===== src/rtl/hex_display_scan_if.sv =====
// Bus between a display controller and the hex_display_scan scanner.
//   master : drives load/value/lz_blank, observes the scan outputs
//   slave  : the scanner; drives hex/en/digit_sel/pending/frame_done
interface hex_display_scan_if #(
  parameter int unsigned DIGITS = 4
);
  logic                  load;
  logic [4*DIGITS-1:0]   value;
  logic                  lz_blank;
  logic [3:0]            hex;
  logic                  en;
  logic [DIGITS-1:0]     digit_sel;
  logic                  pending;
  logic                  frame_done;

  modport master (
    output load, value, lz_blank,
    input  hex, en, digit_sel, pending, frame_done
  );

  modport slave (
    input  load, value, lz_blank,
    output hex, en, digit_sel, pending, frame_done
  );
endinterface


===== src/rtl/hex_display_scan.sv =====
// Time-multiplexed scanner for a DIGITS-digit common-select 7-segment display.
// Steps one digit per PRESCALE-cycle slot, driving a one-hot digit select, the
// nibble and an enable for the downstream hex decoder. Loaded words are held in
// a shadow register and committed only at frame boundaries; the first BLANK
// cycles of every slot are blanked, and leading zeros can be suppressed.
//   clk       : clock, rising edge
//   rst       : synchronous active-high reset
//   bus.load/value/lz_blank           : update request, new word, lz blanking
//   bus.hex/en/digit_sel              : registered decoder drive
//   bus.pending/frame_done            : word waiting for commit, frame pulse
module hex_display_scan #(
  parameter int unsigned DIGITS   = 4,
  parameter int unsigned PRESCALE = 1000,
  parameter int unsigned BLANK    = 2
) (
  input  logic                  clk,
  input  logic                  rst,
  hex_display_scan_if.slave     bus
);

  localparam int unsigned CntW = $clog2(PRESCALE);
  localparam int unsigned IdxW = $clog2(DIGITS);
  localparam logic [CntW-1:0] CntMax = CntW'(PRESCALE - 1);
  localparam logic [IdxW-1:0] IdxMax = IdxW'(DIGITS - 1);

  // Scan state
  logic [CntW-1:0]     cnt_q, cnt_d;
  logic [IdxW-1:0]     idx_q, idx_d;
  logic [4*DIGITS-1:0] disp_q, disp_d;
  logic [4*DIGITS-1:0] shadow_q, shadow_d;
  logic                pend_q, pend_d;
  logic                wrap_q, wrap_d;  // state just crossed a frame boundary

  // Registered outputs
  logic [3:0]          hex_q, hex_d;
  logic                en_q, en_d;
  logic [DIGITS-1:0]   sel_q, sel_d;
  logic                pending_q, pending_d;
  logic                fd_q, fd_d;

  logic                slot_end, boundary;
  logic [DIGITS-1:0]   upper_zero;
  logic                lz_blanked;

  assign slot_end = (cnt_q == CntMax);
  assign boundary = slot_end && (idx_q == IdxMax);

  always_comb begin
    cnt_d    = slot_end ? '0 : cnt_q + CntW'(1);
    idx_d    = idx_q;
    disp_d   = disp_q;
    shadow_d = shadow_q;
    pend_d   = pend_q;
    wrap_d   = boundary;
    if (slot_end) begin
      idx_d = (idx_q == IdxMax) ? '0 : idx_q + IdxW'(1);
    end
    if (boundary) begin
      // A load landing on the boundary bypasses the shadow entirely.
      if (bus.load) begin
        disp_d = bus.value;
        pend_d = 1'b0;
      end else if (pend_q) begin
        disp_d = shadow_q;
        pend_d = 1'b0;
      end
    end else if (bus.load) begin
      shadow_d = bus.value;
      pend_d   = 1'b1;
    end
  end

  // upper_zero[i]: nibbles i..DIGITS-1 of disp are all zero.
  always_comb begin
    logic acc;
    acc        = 1'b1;
    upper_zero = '0;
    for (int i = int'(DIGITS) - 1; i >= 0; i--) begin
      acc           = acc && (disp_q[4*i +: 4] == 4'h0);
      upper_zero[i] = acc;
    end
  end

  assign lz_blanked = bus.lz_blank && (idx_q != '0) && upper_zero[idx_q];

  always_comb begin
    hex_d     = disp_q[4*idx_q +: 4];
    sel_d     = DIGITS'(1) << idx_q;
    en_d      = (32'(cnt_q) >= BLANK) && !lz_blanked;
    pending_d = pend_q;
    fd_d      = wrap_q;
  end

  always_ff @(posedge clk) begin
    if (rst) begin
      cnt_q     <= '0;
      idx_q     <= '0;
      disp_q    <= '0;
      shadow_q  <= '0;
      pend_q    <= 1'b0;
      wrap_q    <= 1'b0;
      hex_q     <= '0;
      en_q      <= 1'b0;
      sel_q     <= '0;
      pending_q <= 1'b0;
      fd_q      <= 1'b0;
    end else begin
      cnt_q     <= cnt_d;
      idx_q     <= idx_d;
      disp_q    <= disp_d;
      shadow_q  <= shadow_d;
      pend_q    <= pend_d;
      wrap_q    <= wrap_d;
      hex_q     <= hex_d;
      en_q      <= en_d;
      sel_q     <= sel_d;
      pending_q <= pending_d;
      fd_q      <= fd_d;
    end
  end

  assign bus.hex        = hex_q;
  assign bus.en         = en_q;
  assign bus.digit_sel  = sel_q;
  assign bus.pending    = pending_q;
  assign bus.frame_done = fd_q;

endmodule


===== src/flat_wrapper.sv =====
// flat-port wrapper written by rule: the top's interface ports become plain ports
module hex_display_scan_flat 
#(
  parameter int unsigned DIGITS   = 4,
  parameter int unsigned PRESCALE = 1000,
  parameter int unsigned BLANK    = 2
)
  (clk, rst, bus_load, bus_value, bus_lz_blank, bus_hex, bus_en, bus_digit_sel, bus_pending, bus_frame_done);
  hex_display_scan_if #(.DIGITS(DIGITS)) bus_i ();
  input  logic clk;
  input  logic rst;
  input wire logic [$bits(bus_i.load)-1:0] bus_load;
  input wire logic [$bits(bus_i.value)-1:0] bus_value;
  input wire logic [$bits(bus_i.lz_blank)-1:0] bus_lz_blank;
  output wire logic [$bits(bus_i.hex)-1:0] bus_hex;
  output wire logic [$bits(bus_i.en)-1:0] bus_en;
  output wire logic [$bits(bus_i.digit_sel)-1:0] bus_digit_sel;
  output wire logic [$bits(bus_i.pending)-1:0] bus_pending;
  output wire logic [$bits(bus_i.frame_done)-1:0] bus_frame_done;
  assign bus_i.load = bus_load;
  assign bus_i.value = bus_value;
  assign bus_i.lz_blank = bus_lz_blank;
  assign bus_hex = bus_i.hex;
  assign bus_en = bus_i.en;
  assign bus_digit_sel = bus_i.digit_sel;
  assign bus_pending = bus_i.pending;
  assign bus_frame_done = bus_i.frame_done;
  hex_display_scan #(.DIGITS(DIGITS), .PRESCALE(PRESCALE), .BLANK(BLANK)) u_core (.clk(clk), .rst(rst), .bus(bus_i));
endmodule

===== config.mk =====
export PLATFORM = sky130hd
export DESIGN_NAME = hex_display_scan_flat
export DESIGN_NICKNAME = d
export VERILOG_FILES = /design/src/rtl/hex_display_scan_if.sv /design/src/rtl/hex_display_scan.sv /design/src/flat_wrapper.sv
export SDC_FILE = /design/constraint.sdc
export NUM_CORES = 1
export LEC_CHECK = 0
export CAP_MARGIN = 5
export CORE_MARGIN = 2
export CORE_UTILIZATION = 25
export CTS_CLUSTER_DIAMETER = 80
export CTS_CLUSTER_SIZE = 8
export DETAILED_ROUTE_END_ITERATION = 12
export PLACE_DENSITY_LB_ADDON = 0.15
export SLEW_MARGIN = 20
export SYNTH_ARGS = -nofsm -noshare
export SYNTH_HDL_FRONTEND = slang
export SYNTH_SLANG_ARGS = --single-unit

===== constraint.sdc =====
create_clock -name clk -period 2.5 [get_ports clk]
set_clock_uncertainty 0.1 [all_clocks]
set_input_delay 0.75 -clock clk [delete_from_list [all_inputs] [get_ports clk]]
set_output_delay 0.75 -clock clk [all_outputs]
set_load 0.02 [all_outputs]

After elaboration in Yosys (flattened, before gate mapping)
Index checks and enable logic that the tools add are counted.
W data, S select, Z words.
{"block": "totals", "register_bits": 57, "out_inout_bits": 11, "elab_cells": 43}
{"block": "classes", "add_sub_neg": 2, "magnitude_cmp": 2, "n_eq_ne": 2, "shifts": 2, "mux": 5, "n_bitwise": 1, "n_reduce_logical": 18}
{"operator": "$mux W16", "n": 2}
{"operator": "$logic_not A4 Y1", "n": 4}
{"operator": "$shiftx A16 B5 Y4", "n": 1}
{"operator": "$add A10 B1 Y10 const B", "n": 1}
{"operator": "$eq A10 B10 Y1 const B", "n": 1}
{"operator": "$ge A10 B2 Y1 const B", "n": 1}
{"operator": "$logic_and A1 B1 Y1", "n": 7}
{"operator": "$reduce_and A2 Y1", "n": 2}
{"operator": "$reduce_bool A2 Y1", "n": 2}
{"operator": "$reduce_or A2 Y1", "n": 2}
{"operator": "$shl A1 B2 Y4 const A", "n": 1}
{"operator": "$lt A2 B3 Y1 const B", "n": 1}
{"operator": "$add A2 B1 Y2 const B", "n": 1}
{"operator": "$bmux W1 S2", "n": 1}
{"operator": "$eq A2 B2 Y1 const B", "n": 1}
{"operator": "$mux W2", "n": 1}
{"operator": "$logic_not A1 Y1", "n": 1}
{"operator": "$mux W1", "n": 1}
{"operator": "$not A1 Y1", "n": 1}

Longest topological paths before layout
{"block": "depth", "depth_word": 9, "mapped_depth": 6, "mapped_depth_nobuf": 5}

Worst setup path before layout
Ideal clock, no wire load.
{"block": "synth_timing", "kind": "input -> register", "start": "input bus_load", "end": "register u_core.disp_q[10]", "t_arrival_ps": 1833, "t_required_ps": 2314, "path_slack_ps": 481, "cell_stages": 6, "path_cell_list": "buf_2 o21ai_0 nor4_2 buf_2 nor2_1 a211oi_1"}
{"block": "synth_between", "elab_chain_cells": 2}
{"element": "start, declared", "line": "flat_wrapper.sv:12", "source": "input wire logic [$bits(bus_i.load)-1:0] bus_load;"}
{"element": "$reduce_bool A2 Y1 (no line)"}
{"element": "$reduce_and A2 Y1 (no line)"}
{"element": "end signal, assigned", "line": "hex_display_scan.sv:110", "source": "disp_q <= disp_d;"}
{"element": "end, declared", "line": "hex_display_scan.sv:29", "source": "logic [4*DIGITS-1:0] disp_q, disp_d;"}
Several ways; a longest one is shown, not always the timed one.
A chain may end at the register's enable or synchronous reset.

Worst setup path after layout
{"block": "layout_timing", "start": "register u_core.hex_q[3], in the netlist u_core.bus.hex[3]", "end": "output bus_hex[3]"}
{"element": "start, declared", "line": "hex_display_scan.sv:35", "source": "logic [3:0] hex_q, hex_d;"}
{"element": "start signal, assigned", "line": "hex_display_scan.sv:102", "source": "hex_q <= '0;"}
{"element": "start signal, assigned", "line": "hex_display_scan.sv:114", "source": "hex_q <= hex_d;"}
{"element": "end, declared", "line": "flat_wrapper.sv:15", "source": "output wire logic [$bits(bus_i.hex)-1:0] bus_hex;"}
No word-level cell between the ends.

==> metrics.md <==
| Metric | Value |
|---|---|
| Status | `finished clean` |
| Ports | `31` |
| CTS Buffer Depth | `2` |
| Drt via density | `4.58` |
| RSZ-0062 raised after global routing | `false` |
| Die area | `9980 sq um` |
| 1st-pass router iterations | `4` |
| Hold Buf Count CTS | `0` |
| Vias in the first global route | `1,694` |
| Netlist Area Pre-Place | `2300 sq um` |
| Share of cells above drive strength 1 | `9.82%` |
| Clk_lat worst skew | `330 ps` |
| Post-cts resize count | `0` |
| Via count | `1,756` |
| DRC Markers | `0` |
| Critical Path RT | `1650 ps` |
| Global-route wire length before repair | `8.60 mm` |
| CTS tree | `done` |
| Flops & latches, synth | `57` |
| Synth Instances | `234` |
| VDD IR max | `between 0.0003 and 0.0004 V` |
| Largest delay share family, worst path | `buffers and inverters` |
| Max-cap violations | `0` |
| Reg2Reg Depth | `6` |
| Most common cell after layout, fill and taps aside | `dfxtp_1` |
| Worst Path Buf+Inv | `1` |
| All-Layer GR Usage | `11.3%` |
| Setup WS pre-CTS | `approximately 160 ps` |
| Final Util | `about a third` |
| CP Capture Type | `output pin` |
| Sw frac | `21.6%` |
| Worst hold stages | `1` |
| Cell Chain, Critical Path | `clkdlybuf4s50_1` |
| Power, Total | `2.01 mW` |
| GPL Wtd Cong | `0.750` |
| R2r startpoint | `u_core.cnt_q[0]` |
| Core Footprint | `8810 sq um` |
| P_leak | `1.16 nW` |
| Routed Antenna Nets | `0` |
| Pwr/cell area | `669 nW/um^2` |
| Syn. warnings | `0` |
| Crit path time final | `2150 ps` |
| Die Y | `99.9 um` |
| CP arrival | `1300 ps` |
| HPWL after DPL | `3.55 mm` |
| Initial DRC count | `46` |
| Hold Path End | `u_core.bus.frame_done` |
| Slowest cell on the critical path | `clkdlybuf4s50_1` |
| Synth-to-layout area growth | `30.4%` |
| Post-Route WL | `5.04 mm` |
| Syn Area/Cell | `9.83 sq um` |
| HP Class | `flip-flop to flip-flop` |
| Library cells used by synthesis | `27` |
| CTS Buf Count | `9` |
| Seq/Total Area, Yosys | `49.6%` |
| Part of the power in registers | `47.2%` |
| Hold_sp | `u_core.fd_d` |
| Max-slew headroom at the worst pin | `a little under three fifths` |
| # setup viols final | `0` |
| R2R setup slack | `530 ps` |
| Post-CTS Setup Bufs | `0` |
| CTS H-tree lvls | `3` |
| Fin. Hold Viols | `0` |
| PnR worst setup slack | `354 ps` |
| Pint | `1.57 mW` |
| Max FO, Critical Path | `1` |
| Achievable Freq | `466 MHz` |
| Largest net degree at the start of global routing | `33` |
| N_diodes | `0` |
| CP Class | `flip-flop to output pin` |
| Clk pin slew, worst setup/hold paths | `60 ps` |
| DR WL/cell | `roughly 13 um` |
| Largest stage delay, worst path | `620 ps` |
| Measured slew at the worst slew-check pin | `659 ps` |
| Initial antenna violation count | `0` |
| Starting density of the core | `26.1%` |
| Combinational share of power | `7.2%` |
| Crit start category | `flip-flop` |
| Max-slew violations | `0` |
| PortBufs | `30` |
| Setup_tns | `0 ps` |
| Syn Nets | `258` |
| Die Wd | `99.9 um` |
| CTS root buf | `clkbuf_8` |
| Crit share post-route | `85.9%` |
| Grt ovf | `0` |
| Clock power frac | `about 46%` |
| R2r endpoint | `u_core.shadow_q[10]` |
| Layout Nets | `a little under 300` |
| Most frequent cells in the layout | `57 x dfxtp_1, 49 x nor2_1, 34 x mux2i_1` |
| Row count | `34` |
| TritonCTS Sinks | `57` |
| NetSw | `0.433 mW` |
per-layer routing:
layer  up-vias  share of wire (%)  GRT usage (%)
li1        909                  -              -
met1       809                 51           14.7
met2        31                 43           16.7
met3         7                4.2           4.67
met4         0                1.6           4.11
met5         -                  0              0
registers in the layout, summed over array words and instances, names as in the netlist:
name and flops:
u_core.bus.digit_sel 4, u_core.disp_q 16, u_core.bus.hex 4, u_core.shadow_q 16, u_core.bus.frame_done 1, u_core.fd_d 1, u_core.bus.pending 1, u_core.idx_q 2
u_core.cnt_q 10, u_core.bus.en 1, u_core.pend_q 1
cell type report:
cell class / instances / area (sq um)
clock buffer: 13 / 179
multi-input combinational: 161 / 1090
timing repair buffer: 38 / 398
clock inverter: 2 / 35.0
inverter: 4 / 15.0
tap: 108 / 135
fill: 915 / 5810
sequential: 57 / 1140
through the flow:
step	instance area, sq um	cells	hold WS (ps)
finish	3000	383	349
floorplan	2300	234	314
global route	3000	383	378
global placement	2780	368	328
CTS	3000	383	352
detailed placement	2780	368	350
logic make-up (layout without fill, tap and decap cells):
kind of cell	Yosys count	after routing	share of synthesized area, %
adder cells (fa/ha/maj)	4	4	2.18
flip-flops	57	57	49.6
multiplexers	34	34	14.8
AND/OR/NAND/NOR	84	84	16.5
buffers and inverters	16	57	3.16
XOR/XNOR	8	8	3.05
AO/OA/AOI/OAI	31	31	10.7
power by group through the flow:
stage / Sequential (mW) / Combinational (mW) / Clock, mW
after global routing: 0.949 / 0.160 / 1.00
after global placement: 0.967 / 0.148 / 0
after detailed placement: 0.967 / 0.148 / 0
final: 0.947 / 0.144 / 0.915
after CTS: 0.947 / 0.149 / 0.949
after floorplan: 0.969 / 0.0779 / 0
worst max path at each step:
stage | startpoint | depth (start not counted) | to | slack [ps]
2_1_floorplan | bus_load | 6 | u_core.disp_q[10] | 480
3_3_place_gp | rst | 4 | u_core.bus.hex[1] | 200
3_5_place_dp | bus_load | 6 | u_core.disp_q[12] | 160
4_1_cts | u_core.bus.hex[0] | 1 | bus_hex[0] | 340
5_1_grt | u_core.bus.hex[3] | 1 | bus_hex[3] | 310
6_report | u_core.bus.hex[3] | 1 | bus_hex[3] | 350
cells in the mapped netlist:
| cell | n | area, sq um |
|---|---|---|
| or2_2 | 1 | 6.26 |
| buf_6 | 1 | 11.3 |
| or3b_4 | 1 | 11.3 |
| nor2_1 | 49 | 184 |
| o41ai_4 | 1 | 27.5 |
| a211oi_1 | 18 | 135 |
| nand3b_1 | 1 | 7.51 |
| nor4_1 | 7 | 43.8 |
| clkbuf_1 | 7 | 26.3 |
| nand3_1 | 3 | 15.0 |
| xnor2_1 | 6 | 52.6 |
| nor4_2 | 1 | 12.5 |
| dfxtp_1 | 57 | 1140 |
| a311oi_1 | 1 | 8.76 |
| buf_2 | 4 | 20.0 |
| mux2i_1 | 34 | 340 |
| o21ai_0 | 2 | 10.0 |
| a22oi_1 | 8 | 60.1 |
| nand4_1 | 1 | 6.26 |
| nor2b_1 | 2 | 12.5 |
| ha_1 | 4 | 50.1 |
| a21oi_1 | 1 | 5.00 |
| nor3_1 | 7 | 35.0 |
| inv_1 | 4 | 15.0 |
| nor3b_1 | 1 | 7.51 |
| nand2_1 | 10 | 37.5 |
| xor2_1 | 2 | 17.5 |
Note: power is estimated with default switching activity, not from simulation.
==> edit 1, RTL diff (same flow settings) <==
`PRESCALE` is set to 1000 in 2 places; all go to 2000.
--- a/src/rtl/hex_display_scan.sv
+++ b/src/rtl/hex_display_scan.sv
@@ -10,7 +10,7 @@
 //   bus.pending/frame_done            : word waiting for commit, frame pulse
 module hex_display_scan #(
   parameter int unsigned DIGITS   = 4,
-  parameter int unsigned PRESCALE = 1000,
+  parameter int unsigned PRESCALE = 2000,
   parameter int unsigned BLANK    = 2
 ) (
   input  logic                  clk,
--- a/src/flat_wrapper.sv
+++ b/src/flat_wrapper.sv
@@ -2,7 +2,7 @@
 module hex_display_scan_flat 
 #(
   parameter int unsigned DIGITS   = 4,
-  parameter int unsigned PRESCALE = 1000,
+  parameter int unsigned PRESCALE = 2000,
   parameter int unsigned BLANK    = 2
 )
   (clk, rst, bus_load, bus_value, bus_lz_blank, bus_hex, bus_en, bus_digit_sel, bus_pending, bus_frame_done);
Function: no difference found for any inputs over 10 cycles, from zero or initial values and one cycle with rst high; that may be too few to reach the edited logic, so the function may still have changed.
==> edit 1 against the unedited design <==
Design area rose by 5.9%. Synthesized area rose by 5.8%. Combinational power rose by 3%. Setup slack improved by 41 ps. Global-route usage rose by 0.057 points. Total power rose by 4.4%. Register-to-register slack got worse by 80 ps. First-iteration DRC count rose by 13%. Worst hold slack barely moved. Wire length rose by 6.6%. Core utilization fell by 0.96 points. Sequential cell count rose by 1.
==> edit 1: results (changes against the unedited design) <==
status = complete, no violations (unchanged)
Top delay family on crit path = buffers and inverters (unchanged)
CTS Buffer Depth = 2 (unchanged)
initial antenna violation count = 0 (unchanged)
CP max FO = 1 (unchanged)
dpl hpwl = 3720 um (was 3550 um)
Worst-path clk slew = 70 ps
fraction of registers with async set/reset = 0 (unchanged)
Routability Congestion = 0.811 (was 0.750)
syn nets = 264 (was 258)
Synth cell types = 33 (was 27)
WL/cell = 12.9 um (was 13.2 um)
largest net degree at the start of global routing = 33 (unchanged)
Critical Path AT = 1260 ps (was 1300 ps)
H-tree levels = 3 (unchanged)
Pleak = 0.00118 uW (was 0.00116 uW)
Slowest-stage cell, CP = clkdlybuf4s50_1 (unchanged)
CTS root buffer = clkbuf_8 (unchanged)
Max VDD drop = 0.000227 V (was 0.000352 V)
Synth Area in Compound Gates = 0.109 (was 0.107)
XOR/XNOR Fraction of Synth Area = 0.0324 (was 0.0305)
insertion delay of the later-clocked pin in the worst-skew pair = 320 ps
Total GRT Usage = 0.113 (about the same)
postcts setup bufs = 0 (unchanged)
number of global-route vias before repair = 1763 (was 1694)
prevailing post-synth register cell = dfxtp_1 (unchanged)
biggest regs = u_core.disp_q x16, u_core.shadow_q x16, u_core.cnt_q x11 (was u_core.disp_q x16, u_core.shadow_q x16, u_core.cnt_q x10)
placed insts = 399 (was 368)
vias per inst = 4.33 (was 4.58)
post-synthesis mux area share = 0.136 (was 0.148)
CTS buffer count = 9 (unchanged)
Initial DRT Pass Iterations = 4 (unchanged)
register area share after synthesis = 0.477 (was 0.496)
synth warn = 0 (unchanged)
Antenna diodes = 0 (unchanged)
HP Class = flip-flop to flip-flop (unchanged)
pre-CTS setup slack = 157 ps (was 163 ps)
main area contributors after synthesis = dfxtp_1 48%, mux2i_1 14%, nor2_1 7.1% (was dfxtp_1 50%, mux2i_1 15%, nor2_1 8.0%)
Adder-Cell Fraction of Synth Area = 0.0206 (was 0.0218)
Final Net Count = 301 (was 295)
final WL = 5370 um (was 5040 um)
Synth Instances = 240 (was 234)
CTS resizes = 0 (unchanged)
slowest cell delay on critical path = 600 ps (was 620 ps)
Synth top cells by count = 58 x dfxtp_1, 46 x nor2_1, 33 x mux2i_1 (was 57 x dfxtp_1, 49 x nor2_1, 34 x mux2i_1)
first-pass GRT wire length = 9080 um (was 8600 um)
Layout fillers = 1001 (was 915)
I/O Buffers = 30 (unchanged)
Iter 0 DRT Violations = 52 (was 46)
Slew @ Worst Pin = 596 ps (was 659 ps)
fraction of layout cells with a size suffix above 1 = 0.131 (was 0.0982)
==> edit 1: cell count changes after synthesis, moves of 2 or more <==
cell / before / now
buf_1: 0 / 2
buf_2: 4 / 6
nor2_1: 49 / 46
a211oi_1: 18 / 13
nand3_1: 3 / 1
a211oi_2: 0 / 4
clkbuf_1: 7 / 5
nor2b_1: 2 / 4
nor3_1: 7 / 10
==> edit 1: logic make-up after synthesis <==
logic type,count (synthesis)
and+or+nand+nor,87
buffers and inverters,17
DFF,58
AOI/OAI and AO/OA,32
adders and majority gates,4
xor gates and xnor gates,9
muxes,33
==> edit 1: power by group <==
part / internal (uW) / switching [uW] / total (uW)
Combinational: 78.3 / 70.1 / 148
Clock: 616 / 368 / 984
Sequential: 948 / 12.9 / 961
==> edit 1: path summary, 6_finish.rpt <==
check / from / end / slack (ps) / cells past startpoint
hold reg to reg: u_core.fd_d / u_core.bus.frame_done / 350 / 1
hold / removal: u_core.fd_d / u_core.bus.frame_done / 350 / 1
setup reg to reg: u_core.cnt_q[1] / u_core.shadow_q[14] / 450 / 6
setup / recovery: u_core.bus.hex[1] / bus_hex[1] / 390 / 1
==> edit 1: area by class of cell <==
type / instances / area, um2 / share of cell area
tap: 133 / 166 / 0.0524
clock inverter: 4 / 73.8 / 0.0233
timing repair buffer: 40 / 417 / 0.131
multi-input combinational: 165 / 1190 / 0.375
inverter: 3 / 11.3 / 0.00355
sequential: 58 / 1160 / 0.366
clock buffer: 12 / 155 / 0.0489
==> edit 1: through the flow <==
stage                     hold WS, ps  instance area (um2)  utilization
after floorplan                   314                 2430            -
after global placement            336                 2930        0.306
after detailed placement          336                 2950        0.307
after CTS                         348                 3170        0.331
after global routing              369                 3170        0.331
final                             349                 3170        0.331
==> edit 1: layer usage <==
metal / global-route usage / vias up / routed length, um
met1: 0.156 / 831 / 2720
met3: 0.0339 / 2 / 231
li1: - / 927 / -
met4: 0.0431 / 0 / 42
met5: 0 / - / 0
met2: 0.167 / 39 / 2380
==> edit 2, RTL diff (config.mk and constraints unchanged) <==
Without the edit above. Make the reset (`rst`) asynchronous in one clocked block. Comments in the files are not updated.
--- a/src/rtl/hex_display_scan.sv
+++ b/src/rtl/hex_display_scan.sv
@@ -91,7 +91,7 @@
     fd_d      = wrap_q;
   end
 
-  always_ff @(posedge clk) begin
+  always_ff @(posedge clk or posedge rst) begin
     if (rst) begin
       cnt_q     <= '0;
       idx_q     <= '0;
Function: differs if rst is asserted again (counterexample within 4 cycles, from zero or initial values and one cycle with rst high); with rst held inactive, the same outputs for 10 cycles.
==> edit 2 against the unedited design <==
Combinational power increased by 3%. Global-route usage rose by 1.4 points. Total power fell by 1.8%. Synthesized area increased by 18%. Fmax increased by 0.30%. Worst hold slack got worse by 99 ps. Design area rose by 14%. Setup slack improved by 6.4 ps. Sequential cell count did not move. Via count grew 12%. Wire length grew 32%. Sequential share of layout area rose by 3.8 points. Largest cell class unchanged.
==> edit 2: results (changes against the unedited design) <==
status = complete, no violations (unchanged)
post-synthesis mux area share = 0.114 (was 0.148)
main area contributors after synthesis = dfrtp_1 53%, mux2_4 5.5%, o221a_2 5.0% (was dfxtp_1 50%, mux2i_1 15%, nor2_1 8.0%)
dpl hpwl = 4380 um (was 3550 um)
Switching Fraction = 0.227 (was 0.216)
XOR/XNOR Fraction of Synth Area = 0.0129 (was 0.0305)
fraction of layout cells with a size suffix above 1 = 0.222 (was 0.0982)
P_clk = 855 uW (was 915 uW)
fraction of registers with async set/reset = 1.00 (was 0)
largest net degree at the start of global routing = 44 (was 33)
prevailing post-synth register cell = dfrtp_1 (was dfxtp_1)
Total GRT Usage = 0.127 (was 0.113)
Hold Startpoint = u_core.fd_d (unchanged)
Pleak = 0.00147 uW (was 0.00116 uW)
worst r2r src = u_core.idx_q[1] (was u_core.cnt_q[0])
sequential share of power = 0.491 (was 0.472)
Adder-Cell Fraction of Synth Area = 0.0277 (was 0.0218)
Synth cell types = 36 (was 27)
Hold Path Cell Cnt = 0 (was 1)
Worst-path clk slew = 70 ps
insertion delay of the later-clocked pin in the worst-skew pair = 350 ps (was 330 ps)
slowest cell delay on critical path = 620 ps (about the same)
Synth Area in Compound Gates = 0.116 (was 0.107)
Routability Congestion = 0.756 (was 0.750)
Slowest-stage cell, CP = clkdlybuf4s50_1 (unchanged)
Synth top cells by count = 57 x dfrtp_1, 25 x nor2_1, 17 x nor4_1, 17 x o21ai_0, 13 x nand2b_1 (was 57 x dfxtp_1, 49 x nor2_1, 34 x mux2i_1)
WL/cell = 16.0 um (was 13.2 um)
DR vias = 1959 (was 1756)
Iter 0 DRT Violations = 87 (was 46)
postcts setup bufs = 0 (unchanged)
Reg-to-Reg End = u_core.shadow_q[10] (unchanged)
Slew HR = 0.734 (was 0.557)
R2R Setup Slk = 460 ps (was 530 ps)
first-pass GRT wire length = 11000 um (was 8600 um)
register area share after synthesis = 0.527 (was 0.496)
Max VDD drop = 0.000193 V (was 0.000352 V)
syn nets = 260 (was 258)
Final Net Count = 300 (was 295)
Hold Path Sink = u_core.bus.frame_done (unchanged)
pre-CTS setup slack = 259 ps (was 163 ps)
-- edit 2: how the worst max path moves through the flow --
stage                   from                 endpoint  slack [ps]
2_1_floorplan            rst  u_core.bus.digit_sel[0]         250
6_report       u_core.bus.en                   bus_en         360
3_5_place_dp        bus_load      u_core.shadow_q[10]         260
3_3_place_gp        bus_load       u_core.shadow_q[9]         310
4_1_cts        u_core.bus.en                   bus_en         330
5_1_grt        u_core.bus.en                   bus_en         300
-- edit 2: worst register-to-register path: stages, from the launching register on --
cell      delay, ps
dfrtp_1         560
ha_1            300
nand2b_1        110
nor3_2          130
nand2b_1        170
buf_12          190
mux2_2          350
-- edit 2: layer usage --
metal | share of wire | global-route usage | vias to the layer above
met5 | 0 | 0 | -
li1 | - | - | 941
met1 | 0.50 | 0.173 | 972
met3 | 0.041 | 0.0398 | 9
met2 | 0.44 | 0.183 | 37
met4 | 0.019 | 0.0559 | 0
-- edit 2: logic make-up (layout without fill, tap and decap cells) --
family,after synthesis,after routing
AO/OA/AOI/OAI,45,45
XOR/XNOR,4,4
adder cells (fa/ha/maj),6,6
buffers and inverters,20,65
flip-flops,57,57
multiplexers,20,20
AND/OR/NAND/NOR,82,82
-- edit 2: area by class of cell --
| cell class | count | area (um2) |
|---|---|---|
| fill | 1043 | 7010 |
| sequential | 57 | 1430 |
| multi-input combinational | 157 | 1180 |
| timing repair buffer | 43 | 423 |
| tap | 136 | 170 |
| clock buffer | 13 | 149 |
| clock inverter | 3 | 40.0 |
| inverter | 6 | 22.5 |
-- edit 2: metrics by stage --
step                instance area (um2)  utilization  hold slack [ps]  total power (uW)  std cells
floorplan                          2710            -              231              1070        234
global placement                   3220        0.309              233              1130        399
detailed placement                 3220        0.309              237              1140        399
finish                             3410        0.327              250              1970        415
CTS                                3410        0.327              253              2000        415
global route                       3410        0.327              257              2070        415
